### config.mk
export PLATFORM = sky130hd
export DESIGN_NAME = cam_capture_ctrl
export DESIGN_NICKNAME = d
export VERILOG_FILES = /design/src/rtl/cam_capture_ctrl.sv
export SDC_FILE = /design/constraint.sdc
export NUM_CORES = 1
export LEC_CHECK = 0
export BUFFER_PORTS_ARGS = -buffer_cell sky130_fd_sc_hd__clkbuf_2
export CAP_MARGIN = 20
export CORE_ASPECT_RATIO = 1.75
export CORE_MARGIN = 4
export CORE_UTILIZATION = 30
export CTS_CLUSTER_SIZE = 8
export DETAILED_ROUTE_END_ITERATION = 16
export PLACE_DENSITY_LB_ADDON = 0.05
export SKIP_CTS_REPAIR_TIMING = 1
export SLEW_MARGIN = 0
export SYNTH_ARGS = -nofsm -noshare
export SYNTH_HDL_FRONTEND = slang
export SYNTH_SLANG_ARGS = --single-unit
### constraint.sdc
create_clock -name pclk -period 2.78 [get_ports pclk]
set_clock_uncertainty 0.15 [all_clocks]
set_input_delay 0.278 -clock pclk [delete_from_list [all_inputs] [get_ports pclk]]
set_output_delay 0.278 -clock pclk [all_outputs]
set_load 0.005 [all_outputs]
### src/rtl/cam_capture_ctrl.sv
// Frame-capture sequencer on the camera pixel clock: arms on request, captures one
// vsync-bounded frame, checks its geometry and reports done/err to the register block.
module cam_capture_ctrl #(
    parameter int H_PIX    = 160,
    parameter int V_LINES  = 120,
    parameter int TIMEOUT  = 500000,
    localparam int LW      = $clog2(V_LINES + 1) + 1,
    localparam int PW      = $clog2(H_PIX + 2),
    localparam int TW      = $clog2(TIMEOUT)
) (
    input  logic          pclk,
    input  logic          rst,
    input  logic          start,
    input  logic          cont,
    input  logic          abort,
    input  logic          vsync,
    input  logic          href,
    input  logic          px_wr,
    output logic          cap_en,
    output logic          addr_clr,
    output logic          busy,
    output logic          done,
    output logic          err,
    output logic [1:0]    err_code,
    output logic [7:0]    frame_cnt,
    output logic [LW-1:0] line_cnt
);

    typedef enum logic [1:0] {
        S_IDLE = 2'd0,
        S_ARM  = 2'd1,
        S_CAPT = 2'd2,
        S_FIN  = 2'd3
    } state_t;

    state_t          state_q, state_d;
    logic            vs_q, vs_d;
    logic            hr_q, hr_d;
    logic [TW-1:0]   timer_q, timer_d;
    logic [PW-1:0]   px_cnt_q, px_cnt_d;
    logic [PW-1:0]   px_base;
    logic            geom_bad_q, geom_bad_d;
    logic            good_q, good_d;
    logic            to_q, to_d;
    logic            cap_en_q, cap_en_d;
    logic            addr_clr_q, addr_clr_d;
    logic            busy_q, busy_d;
    logic            done_q, done_d;
    logic            err_q, err_d;
    logic [1:0]      err_code_q, err_code_d;
    logic [7:0]      frame_cnt_q, frame_cnt_d;
    logic [LW-1:0]   line_cnt_q, line_cnt_d;

    logic vs_fall, vs_rise, hr_rise, hr_fall, timeout_hit;

    assign vs_fall = vs_q & ~vsync;
    assign vs_rise = ~vs_q & vsync;
    assign hr_rise = ~hr_q & href;
    assign hr_fall = hr_q & ~href;

    // The increment taken this cycle lands the timer on TIMEOUT-1.
    assign timeout_hit = ((state_q == S_ARM) || (state_q == S_CAPT)) &&
                         (timer_q == TW'(TIMEOUT - 2));

    always_comb begin
        state_d     = state_q;
        vs_d        = vsync;
        hr_d        = href;
        timer_d     = timer_q;
        px_cnt_d    = px_cnt_q;
        px_base     = '0;
        geom_bad_d  = geom_bad_q;
        good_d      = good_q;
        to_d        = to_q;
        cap_en_d    = cap_en_q;
        addr_clr_d  = 1'b0;
        done_d      = 1'b0;
        err_d       = 1'b0;
        err_code_d  = err_code_q;
        frame_cnt_d = frame_cnt_q;
        line_cnt_d  = line_cnt_q;

        case (state_q)
            S_IDLE: begin
                cap_en_d = 1'b0;
                if (start && !abort) begin
                    state_d    = S_ARM;
                    timer_d    = '0;
                    err_code_d = 2'd0;
                    to_d       = 1'b0;
                end
            end

            S_ARM: begin
                timer_d = timer_q + TW'(1);
                if (abort) begin
                    state_d    = S_IDLE;
                    cap_en_d   = 1'b0;
                    err_d      = 1'b1;
                    err_code_d = 2'd3;
                end else if (timeout_hit) begin
                    state_d  = S_FIN;
                    to_d     = 1'b1;
                    cap_en_d = 1'b0;
                end else if (vs_fall) begin
                    state_d    = S_CAPT;
                    cap_en_d   = 1'b1;
                    addr_clr_d = 1'b1;
                    line_cnt_d = '0;
                    px_cnt_d   = '0;
                    geom_bad_d = 1'b0;
                end
            end

            S_CAPT: begin
                timer_d = timer_q + TW'(1);
                if (abort) begin
                    state_d    = S_IDLE;
                    cap_en_d   = 1'b0;
                    err_d      = 1'b1;
                    err_code_d = 2'd3;
                end else if (timeout_hit) begin
                    state_d  = S_FIN;
                    to_d     = 1'b1;
                    cap_en_d = 1'b0;
                end else if (vs_rise) begin
                    state_d  = S_FIN;
                    cap_en_d = 1'b0;
                    good_d   = !geom_bad_q && (line_cnt_q == LW'(V_LINES));
                end else begin
                    // A write in the same cycle as href rising is the first pixel of the new line.
                    px_base  = hr_rise ? '0 : px_cnt_q;
                    px_cnt_d = px_base;
                    if (href && px_wr && (px_base != PW'(H_PIX + 1)))
                        px_cnt_d = px_base + PW'(1);
                    if (hr_rise && (line_cnt_q != '1))
                        line_cnt_d = line_cnt_q + LW'(1);
                    if (hr_fall && (px_cnt_q != PW'(H_PIX)))
                        geom_bad_d = 1'b1;
                end
            end

            S_FIN: begin
                if (abort) begin
                    state_d    = S_IDLE;
                    cap_en_d   = 1'b0;
                    err_d      = 1'b1;
                    err_code_d = 2'd3;
                end else begin
                    if (to_q) begin
                        err_d      = 1'b1;
                        err_code_d = 2'd1;
                    end else if (good_q) begin
                        done_d      = 1'b1;
                        frame_cnt_d = frame_cnt_q + 8'd1;
                        err_code_d  = 2'd0;
                    end else begin
                        err_d      = 1'b1;
                        err_code_d = 2'd2;
                    end
                    if (cont) begin
                        state_d = S_ARM;
                        timer_d = '0;
                        to_d    = 1'b0;
                    end else begin
                        state_d = S_IDLE;
                    end
                end
            end

            default: state_d = S_IDLE;
        endcase

        busy_d = (state_d != S_IDLE);
    end

    always_ff @(posedge pclk or negedge rst) begin
        if (!rst) begin
            state_q     <= S_IDLE;
            vs_q        <= 1'b1;
            hr_q        <= 1'b0;
            timer_q     <= '0;
            px_cnt_q    <= '0;
            geom_bad_q  <= 1'b0;
            good_q      <= 1'b0;
            to_q        <= 1'b0;
            cap_en_q    <= 1'b0;
            addr_clr_q  <= 1'b0;
            busy_q      <= 1'b0;
            done_q      <= 1'b0;
            err_q       <= 1'b0;
            err_code_q  <= 2'd0;
            frame_cnt_q <= 8'd0;
            line_cnt_q  <= '0;
        end else begin
            state_q     <= state_d;
            vs_q        <= vs_d;
            hr_q        <= hr_d;
            timer_q     <= timer_d;
            px_cnt_q    <= px_cnt_d;
            geom_bad_q  <= geom_bad_d;
            good_q      <= good_d;
            to_q        <= to_d;
            cap_en_q    <= cap_en_d;
            addr_clr_q  <= addr_clr_d;
            busy_q      <= busy_d;
            done_q      <= done_d;
            err_q       <= err_d;
            err_code_q  <= err_code_d;
            frame_cnt_q <= frame_cnt_d;
            line_cnt_q  <= line_cnt_d;
        end
    end

    assign cap_en    = cap_en_q;
    assign addr_clr  = addr_clr_q;
    assign busy      = busy_q;
    assign done      = done_q;
    assign err       = err_q;
    assign err_code  = err_code_q;
    assign frame_cnt = frame_cnt_q;
    assign line_cnt  = line_cnt_q;

endmodule

======== Word level (Yosys, flattened, before mapping) ========
Cells that the tools add are included.
word-level totals
  register bits ........................... 57
  input port bits ......................... 8
  output and inout bits ................... 23
cells by class
  add/sub/neg operators ................... 4
  eq/ne operators ......................... 25
  multiplexer cells ....................... 69
  bitwise logic cells ..................... 11
  reduce and logical (&&, ||, !) cells .... 23
operators with widths
  cell                   number
  $mux 8                 12
  $mux 19                3
  $pmux 19 s3            1
  $mux 1                 33
  $pmux 8 s2             2
  $add 8x1->8 const B    3
  $mux 2                 12
  $ne 8x8->1 const B     3
  $ne 2x2->1 const B     11
  $add 19x1->19 const B  1
  $eq 19x19->1 const B   1
  $reduce_and 8->1       2
  $eq 8x7->1 const B     1
  $ne 2x1->1 const B     4
  $ne 4x4->1 const B     2
  $pmux 2 s4             1
  $reduce_and 4->1       2
  $logic_and 1x1->1      7
  $not 1->1              7
  $reduce_and 7->1       1
  $pmux 2 s3             1
  $reduce_and 3->1       2
  $reduce_and 5->1       1
  $and 1x1->1            4
  other kinds (11)       15

======== Longest topological paths before layout ========
Gate-level depths: netlist of the first run.
  depth after elaboration ................. 10
  gate-level depth with buffers ........... 10

======== Least setup slack after synthesis of the first run ========
No wires, ideal clock.
  path kind ............................... register to register
  start ................................... register state_q[0]
  end ..................................... register px_cnt_q[7]
  setup time .............................. 0.087 ns
  arrival time ............................ 2.024 ns
  required time ........................... 2.543 ns
  setup slack ............................. 0.519 ns
  stages on the path, launching flop included .. 9
  period minus slack after synthesis ...... 2.261 ns
  path through ............................ dfrtp_1 > inv_1 > ha_1 > inv_2 > o32a_1 > nor2_4 > o21ai_2 > or4b_1 > o211ai_1
on the way
  word-level cells in the longest chain between the ends .. 5
  elaborated cells between the ends (all ways) .. 13
  classes of those cells .................. 8 x eq/ne; 1 x mux; 4 x reduce/logical
ends and longest elaborated chain
  what                                      RTL line  RTL
  start: declaration                        36        state_t state_q, state_d;
  start signal: assignment                  196       state_q <= state_d;
  $eq 2x1->1 or $eq 2x2->1 (tied branches)  62, 83
  $logic_or 1x1->1                          62        assign timeout_hit = ((state_q == S_ARM) || (state_q == S_CAPT)) &&
  $logic_and 1x1->1                         62
  $ne 2x2->1 (no line)                      -
  $reduce_and 7->1 (no line)                -
  end signal: assignment                    200       px_cnt_q <= px_cnt_d;
  end: declaration                          40        logic [PW-1:0] px_cnt_q, px_cnt_d;
Parallel ways exist; a longest one is shown, timed or not.
A chain may end at the register's enable or synchronous reset.

======== Worst setup path after layout of the first run ========
  start ................................... register timer_q[6]
  end ..................................... register line_cnt_q[5] (netlist: line_cnt[5])
on the way
  word-level cells in the longest chain between the ends .. 4
  elaborated cells between the ends (all ways) .. 5
  classes of those cells .................. 3 x eq/ne; 2 x reduce/logical
ends and longest elaborated chain
  what                            RTL line  RTL
  start: declaration              39        logic [TW-1:0] timer_q, timer_d;
  start signal: assignment        199       timer_q <= timer_d;
  $eq 19x19->1 (*)                63        (timer_q == TW'(TIMEOUT - 2));
  $logic_and 1x1->1 (*)           62
  $ne 2x2->1 (no line)            -
  $reduce_and 8->1 (no line) (*)  -
  end signal: assignment          211       line_cnt_q <= line_cnt_d;
  end: declaration                52        logic [LW-1:0] line_cnt_q, line_cnt_d;
Every way passes the cells marked *; elsewhere a longest branch is shown, timed or not.

==> flow_metrics.tcl, run 1 <==
set metrics [dict create \
    drcViolationCount 0 \
    io_buffer_count 30 \
    drt_iter0_markers 63 \
    leakagePower_nw 1.79 \
    grt_max_degree 58 \
    async_flop_share_pct 100 \
    routed_wl_um 7890 \
    cts.clk_slew.worst_paths_ns 0.05 \
    finalSetupViolCount 0 \
    core-area_mm2 0.0103 \
    min_period_ns 2.39 \
    yosys_most_used_dff "dfrtp_1" \
    drive_gt1_share_pct 18.9 \
    cp_data_required_time_ns 2.83 \
    ant_nets 0 \
    hold_viol 0 \
    rsz0062_at_grt "false" \
    path_max_fanout 7 \
    die_x_um 85.8 \
    grt_use_total_pct 14.0 \
    drtPass1Iterations 4 \
    post-route-period-util_pct 86.1 \
    insertion_delay_ns 0.33 \
    grt_pass1_vias 2706 \
    wl_per_cell_um 15.2 \
    vias_per_cell 5.02 \
    num_vias 2600 \
    tns_ns 0 \
    crit_path_start_kind "flip-flop" \
    post-dp-hpwl_um 5880 \
    synth_area_mm2 0.00318 \
    h-tree-depth 3 \
    tritoncts "yes" \
    syn2layout_area_growth_pct 21.6 \
    path_class "flip-flop to flip-flop" \
    grt_overflow_total 0 \
    layout.nets 406 \
    syn_avg_cell_area_um2 9.32 \
    end_kind "flip-flop" \
    syn-instance-count 341 \
    status "complete, no violations" \
    slew_headroom_pct 59.7 \
    ir_worst_vdd_v 0.000358 \
    yosys_warnings 0 \
    hold_path.class "input port to flip-flop" \
    worstPathArrival_ns 2.44 \
    die_y_um 144 \
    gp_congestion 0.784 \
    tightest_slew_ns 0.604 \
    max_cap_viol_count 0 \
    max_freq_mhz 418 \
    die-area_mm2 0.0124 \
    ys_types 57 \
    grt_pass1_wl_um 13300 \
    finalMaxSlewViolations 0 \
    boundaryPins 31 \
    initial_core_util_pct 30.9 \
    yosys.area.top_type "dfrtp_1" \
    diodes 0 \
    numCtsBuffers 9 \
    placement_rows 49 \
    synthTopCellsByArea "dfrtp_1 44%, ha_1 4.7%, nand2_1 4.7%" \
    seq_area_frac_synth_pct 44.9 \
    p_per_area_mw_per_mm2 691 \
    p_total_w 0.00267 \
    syn_nets 361 \
    antenna_found_initial 0 \
    synth_top_area_share_pct 44.1 \
    cts_root_buf "clkbuf_16" \
    synth_edf_count 0 \
    clock-sinks 57 \
    ys_ff_latch 57 \
    clockBufferDepth 2 \
]
-- critical path, cell delays in order (launching register included) --
cell	delay, ns
dfrtp_1	0.42
or4_4	0.55
nor4_1	0.39
a32oi_1	0.32
nand4_1	0.21
xor2_1	0.16
nor2_1	0.05
-- flip-flops by register name, indices dropped and copies added (netlist names) --
signal / flops
timer_q: 19
frame_cnt: 8
line_cnt: 8
px_cnt_q: 8
err_code: 2
state_q: 2
addr_clr: 1
busy: 1
cap_en: 1
done: 1
err: 1
geom_bad_q: 1
good_q: 1
hr_q: 1
to_q: 1
vs_q: 1
-- cell usage after synthesis, types with 3 or more instances --
| library cell | count |
|---|---|
| dfrtp_1 | 56 |
| nand2_1 | 40 |
| nor2_1 | 32 |
| nand3_1 | 21 |
| xor2_1 | 16 |
| o21ai_0 | 15 |
| inv_1 | 14 |
| and3_1 | 12 |
| ha_1 | 12 |
| a21oi_1 | 11 |
| nor3_1 | 11 |
| nand4_1 | 9 |
| xnor2_1 | 9 |
| nand2b_1 | 6 |
| a22o_1 | 5 |
| buf_2 | 5 |
| clkbuf_1 | 5 |
| mux2_2 | 4 |
| a211o_1 | 3 |
| a211oi_1 | 3 |
| nor2b_1 | 3 |
| nor4_1 | 3 |
| o21ai_2 | 3 |
| o31ai_1 | 3 |
-- cells by family (layout without fill, tap and decap cells) --
family                   count (synthesis)  in the layout  share of synthesized area, %
multiplexers                             4              4                          1.42
flip-flops                              57             57                          44.9
AO/OA/AOI/OAI                           58             58                          12.8
AND/OR/NAND/NOR                        159            159                          25.9
buffers and inverters                   26             76                          3.39
XOR/XNOR                                25             25                          6.89
adder cells (fa/ha/maj)                 12             12                          4.72
-- cell usage in the layout (no fill, tap or decap), types with 4 or more instances in the layout --
| cell type | synthesis | layout |
|---|---|---|
| and3_1 | 12 | 12 |
| nand2_1 | 40 | 40 |
| buf_4 | 1 | 11 |
| a22o_1 | 5 | 5 |
| ha_1 | 12 | 12 |
| xnor2_1 | 9 | 9 |
| inv_1 | 14 | 14 |
| dfrtp_1 | 56 | 56 |
| nor2_1 | 32 | 32 |
| a21oi_1 | 11 | 11 |
| o21ai_0 | 15 | 15 |
| nand3_1 | 21 | 21 |
| nand2b_1 | 6 | 6 |
| nand4_1 | 9 | 9 |
| mux2_2 | 4 | 4 |
| clkbuf_2 | 0 | 30 |
| nor3_1 | 11 | 11 |
| xor2_1 | 16 | 16 |
| clkbuf_16 | 0 | 9 |
-- per-layer routing --
layer,vias up,part of all wire (%),wire (um),global-route usage [%]
li1,1300,-,-,-
met1,1240,39,3110,14.6
met2,37,54,4290,25.6
met3,23,2.3,185,2.45
met4,0,3.9,305,8.51
met5,-,0,0,0
-- cell type report --
cell class                      instances  area, um^2
Timing Repair Buffer                   45         283
Clock inverter                          7        71.3
Clock buffer                            9         225
Sequential cell                        57        1430
Tap cell                              127         159
Fill cell                            1081        6430
Inverter                               15        56.3
Multi-Input combinational cell        258        1640
-- path summary, 6_finish.rpt --
path / start / end / slack (ns) / cells after the start
min in group asynchronous: rst / frame_cnt[5] / 0.33 / 3
max in group asynchronous: rst / vs_q / 1.85 / 3
min: abort / cap_en / 0.15 / 2
min reg2reg: frame_cnt[7] / frame_cnt[7] / 0.31 / 1
max reg2reg: timer_q[6] / line_cnt[5] / 0.39 / 6
max: timer_q[6] / line_cnt[5] / 0.39 / 6
-- where the power goes --
part	internal, W	switching, W
Sequential	0.000907	0.0000699
Clock	0.000690	0.000402
Combinational	0.000236	0.000367
Total	0.00183	0.000839
-- metrics by stage --
stage	std cells	utilization [%]	worst slack, ns	instance area (um^2)	hold WS [ns]
after floorplan	341	-	0.519	3180	-0.168
after global placement	498	34.3	0.317	3530	0.171
after detailed placement	498	34.3	0.337	3530	0.166
after CTS	514	37.2	0.346	3830	-0.191
after global routing	518	37.5	0.216	3860	0.162
final	518	37.5	0.386	3860	0.147
No activity file was read; power rests on OpenSTA's default activity.
==> run 2, diff against run 1 <==
CELL_PAD_IN_SITES_DETAIL_PLACEMENT = 1   (was not set)
CELL_PAD_IN_SITES_GLOBAL_PLACEMENT = 1   (was not set)
CORE_MARGIN = not set   (was 4)
==> run 2 against run 1 <==
Against the previous run:
- core utilization increased by 0.22 points
- register-to-register slack worse by 0.04 ns
- highest routed layer unchanged
- non-clock buffer count did not move
- largest cell class unchanged
- routed wire length is 10% higher
- sequential share of layout area is 0.21 points lower
- sequential power is 0.4% higher
- first-iteration DRC count rose by 22%
- maximum frequency shrank 1.4%
==> flow_metrics.tcl, run 2 (synthesis gave the netlist of run 1 again) <==
set metrics [dict create \
    status "complete, no violations" \
    boundaryPins 31 \
    drtPass1Iterations 4 \
    ir_worst_vdd_v 0.000321 \
    die_x_um 79.8 \
    rsz0062_at_grt "false" \
    tightest_slew_ns 0.799 \
    min_from "cont" \
    clockBufferDepth 2 \
    min_period_ns 2.43 \
    wl_per_cell_um 16.8 \
    path_cells "or4bb_1 > nor4_1 > a32oi_1 > nand3_1 > xor2_1 > nor2_1" \
    num_vias 2645 \
    leakagePower_nw 1.81 \
    path_class "flip-flop to flip-flop" \
    worstPathArrival_ns 2.48 \
    post-dp-hpwl_um 6640 \
    p_total_w 0.00276 \
    post-route-period-util_pct 87.4 \
    grt_pass1_vias 2858 \
    r2r_start "timer_q[9]" \
    diodes 0 \
    grt_pass1_wl_um 14500 \
    die_y_um 138 \
    finalSetupViolCount 0 \
    cts.clk_slew.worst_paths_ns 0.05 \
    p_per_area_mw_per_mm2 710 \
    ant_nets 0 \
    regMostFlops "timer_q" \
    multi_input_area_mm2 0.00164 \
    core-area_mm2 0.0103 \
    largest_register_ffs 19 \
    placement_rows 49 \
    hold_viol 0 \
    cts_root_buf "clkbuf_16" \
    grt_max_degree 31 \
    reg2reg_slack_ns 0.35 \
    layout_common_cells "56 x dfrtp_1, 40 x nand2_1, 32 x nor2_1, 30 x clkbuf_2, 21 x nand3_1" \
    cp_data_required_time_ns 2.83 \
    max_cap_viol_count 0 \
    numCtsBuffers 9 \
    grt_use_total_pct 17.4 \
    slew_headroom_pct 46.7 \
    h-tree-depth 3 \
    final_common_cell "dfrtp_1" \
    regArea_mm2 0.00143 \
    min_to "state_q[0]" \
    initial_core_util_pct 30.9 \
    routed_wl_um 8680 \
    tritoncts "yes" \
    clock-sinks 57 \
    io_buffer_count 30 \
    cp_slowest_stage_delay_ns 0.57 \
    drt_iter0_markers 77 \
    hold_path_depth 4 \
    drcViolationCount 0 \
    num-fill-cells 1187 \
    tns_ns 0 \
    syn2layout_area_growth_pct 22.3 \
    reg2reg_depth 6 \
    path_max_fanout 7 \
    max_freq_mhz 412 \
    antenna_found_initial 0 \
    crit_path_start_kind "flip-flop" \
    layout.nets 406 \
    gp_congestion 0.726 \
    drive_gt1_share_pct 18.7 \
    insertion_delay_ns 0.33 \
    cpMaxStageDelayCell "or4bb_1" \
    die-area_mm2 0.0110 \
    grt_overflow_total 0 \
    finalMaxSlewViolations 0 \
    hold_path.class "input port to flip-flop" \
    r2r_end "line_cnt[7]" \
    end_kind "flip-flop" \
    vias_per_cell 5.12 \
]
[run 2: changes by cell type in the layout (fill, tap and decap cells not counted)]
cell and delta:
clkinv_2 -1, clkinvlp_4 -3, buf_4 -1, clkbuf_8 +4, clkinv_4 -1, buf_6 +1
[run 2: stage by stage]
stage	instance area (um^2)	utilization, %	worst slack, ns	hold slack, ns	std cells
finish	3890	37.7	0.351	0.213	517
CTS	3860	37.5	0.348	-0.103	514
global placement	3530	34.3	0.272	0.246	498
detailed placement	3540	34.4	0.371	0.253	499
floorplan	3180	-	0.519	-0.168	341
global route	3890	37.7	0.205	0.234	517
[run 2: worst max-delay path by stage]
stage / cells past startpoint / end / slack [ns] / start
after floorplan: 8 / px_cnt_q[7] / 0.52 / state_q[0]
after global placement: 5 / timer_q[5] / 0.27 / state_q[0]
after detailed placement: 6 / line_cnt[6] / 0.37 / timer_q[9]
after CTS: 6 / line_cnt[7] / 0.35 / timer_q[9]
after global routing: 6 / line_cnt[4] / 0.20 / timer_q[9]
final: 6 / line_cnt[7] / 0.35 / timer_q[9]
[run 2: metal layers]
layer | vias to the layer above | wire length [um] | GRT usage (%)
li1 | 1289 | - | -
met1 | 1320 | 3410 | 18.1
met2 | 25 | 4930 | 32.6
met3 | 11 | 176 | 3.63
met4 | 0 | 163 | 7.05
met5 | - | 0 | 0
[run 2: power by group]
| part | switching (W) | internal (W) | leakage (nW) |
|---|---|---|---|
| clock | 0.000373 | 0.000784 | 0.158 |
| sequential | 0.0000729 | 0.000908 | 0.782 |
| combinational | 0.000379 | 0.000241 | 0.875 |
| total | 0.000825 | 0.00193 | 1.81 |
[run 2: worst max-delay path: cells and delay by family (launching register included)]
family | cells | cell delay (ns)
xor+xnor | 1 | 0.19
compound gates | 1 | 0.32
flops | 1 | 0.42
simple gates | 4 | 1.21
[run 2: area by class of cell]
class | count | area share (%)
Inverter | 15 | 1.45
Clock inverter | 2 | 0.901
Sequential cell | 57 | 36.7
Multi-Input combinational cell | 258 | 42.3
Clock buffer | 13 | 7.21
Timing Repair Buffer | 45 | 7.37
Tap cell | 127 | 4.09
==> run 3, diff against run 2 <==
CORE_UTILIZATION = 46   (was 30)
==> run 3 against run 2 <==
Against the previous run:
- sequential power up 0.6%
- register-to-register slack hardly changed
- via count grew 1.6%
- first-iteration DRC count rose by 120%
- worst setup slack worse by 0.0030 ns
- sequential cell count unchanged
- global-route usage grew 7.6 points
- combinational power decreased by 3.9%
- power fell by 5.8%
- clock power fell by 12%
- sequential share of layout area up 1.4 points
- critical path type unchanged
- highest routed layer unchanged
==> flow_metrics.tcl, run 3 (synthesis gave the netlist of run 1 again) <==
set metrics [dict create \
    tightest_slew_ns 0.829 \
    tns_ns 0 \
    insertion_delay_ns 0.33 \
    die-area_mm2 0.00726 \
    grt_max_degree 31 \
    gp_congestion 0.758 \
    tritoncts "yes" \
    regMostFlops "timer_q" \
    hold_path.class "input port to flip-flop" \
    core-area_mm2 0.00659 \
    grt_pass1_vias 2888 \
    antenna_found_initial 0 \
    numCtsBuffers 9 \
    die_y_um 112 \
    slew_headroom_pct 44.7 \
    rsz0062_at_grt "false" \
    placement_rows 39 \
    cp_slowest_stage_delay_ns 0.49 \
    path_cells "inv_1 > ha_1 > nand2_1 > o32a_1 > nor2_4 > o21ai_2 > or4b_1 > o211ai_1" \
    max_freq_mhz 411 \
    post-dp-hpwl_um 5800 \
    cts.clk_slew.worst_paths_ns 0.05 \
    drt_iter0_markers 173 \
    final_common_cell "dfrtp_1" \
    worstPathArrival_ns 2.53 \
    max_cap_viol_count 0 \
    drtPass1Iterations 4 \
    whs_ns 0.221 \
    initial_core_util_pct 48.2 \
    grt_pass1_wl_um 13700 \
    finalSetupViolCount 0 \
    cp_data_required_time_ns 2.88 \
    drcViolationCount 0 \
    die_x_um 64.8 \
    path_max_fanout 9 \
    post-route-period-util_pct 87.5 \
    boundaryPins 31 \
    grt_use_total_pct 25.0 \
    end_kind "flip-flop" \
    grt_overflow_total 0 \
    min_period_ns 2.43 \
    io_buffer_count 30 \
    cpMaxStageDelayCell "or4b_1" \
    syn2layout_area_growth_pct 17.8 \
    layout_common_cells "56 x dfrtp_1, 40 x nand2_1, 32 x nor2_1, 30 x clkbuf_2, 21 x nand3_1" \
    layout.nets 400 \
    crit_path_start_kind "flip-flop" \
    routed_wl_um 8140 \
    diodes 0 \
    ir_worst_vdd_v 0.000470 \
    h-tree-depth 3 \
    critPathTopFamily "simple AND/OR/NAND/NOR gates" \
    clock-sinks 57 \
    leakagePower_nw 1.76 \
    largest_register_ffs 19 \
    p_per_area_mw_per_mm2 694 \
    num_vias 2687 \
    cp_num_buf_inv 1 \
    cts_root_buf "clkbuf_16" \
    hold_viol 0 \
    path_class "flip-flop to flip-flop" \
    drive_gt1_share_pct 17.1 \
    wl_per_cell_um 17.4 \
    clockBufferDepth 2 \
    vias_per_cell 5.75 \
    ant_nets 0 \
    status "complete, no violations" \
    finalMaxSlewViolations 0 \
]
run 3: worst paths after layout:
check                             start           end  slack (ns)  depth (start not counted)
setup reg to reg             state_q[1]   px_cnt_q[7]        0.35                          8
hold reg to reg            frame_cnt[7]  frame_cnt[7]        0.33                          1
max in group asynchronous           rst          vs_q        1.36                          3
min in group asynchronous           rst   px_cnt_q[6]        0.43                          2
setup / recovery             state_q[1]   px_cnt_q[7]        0.35                          8
hold / removal                    abort        cap_en        0.22                          2
run 3: metrics by stage:
stage,total power (W),instances,utilization [%],setup WS [ns],instance area (um^2)
after floorplan,0.00136,341,-,0.519,3180
after global placement,0.00156,448,52.2,0.366,3440
after detailed placement,0.00159,448,52.2,0.337,3440
after CTS,0.00262,464,56.4,0.335,3710
after global routing,0.00273,467,56.8,0.127,3740
final,0.00260,467,56.8,0.348,3740
run 3: layout make-up:
class / count / area [um^2]
clock inverters: 3 / 15.0
inverters: 15 / 56.3
repair buffers: 39 / 238
flip-flops and latches: 57 / 1430
well taps: 82 / 103
fillers: 784 / 2850
clock buffers: 13 / 260
multi-input cells: 258 / 1640
run 3: power by group:
part           internal (W)  total, W  switching [W]
combinational      0.000222  0.000596       0.000373
clock              0.000646   0.00102       0.000370
sequential         0.000908  0.000987      0.0000786
run 3: routing by layer:
layer | wire, um | GRT usage [%]
met3 | 165 | 4.82
met5 | 0 | 0
met2 | 4690 | 47.1
met4 | 147 | 11.1
met1 | 3130 | 25.5
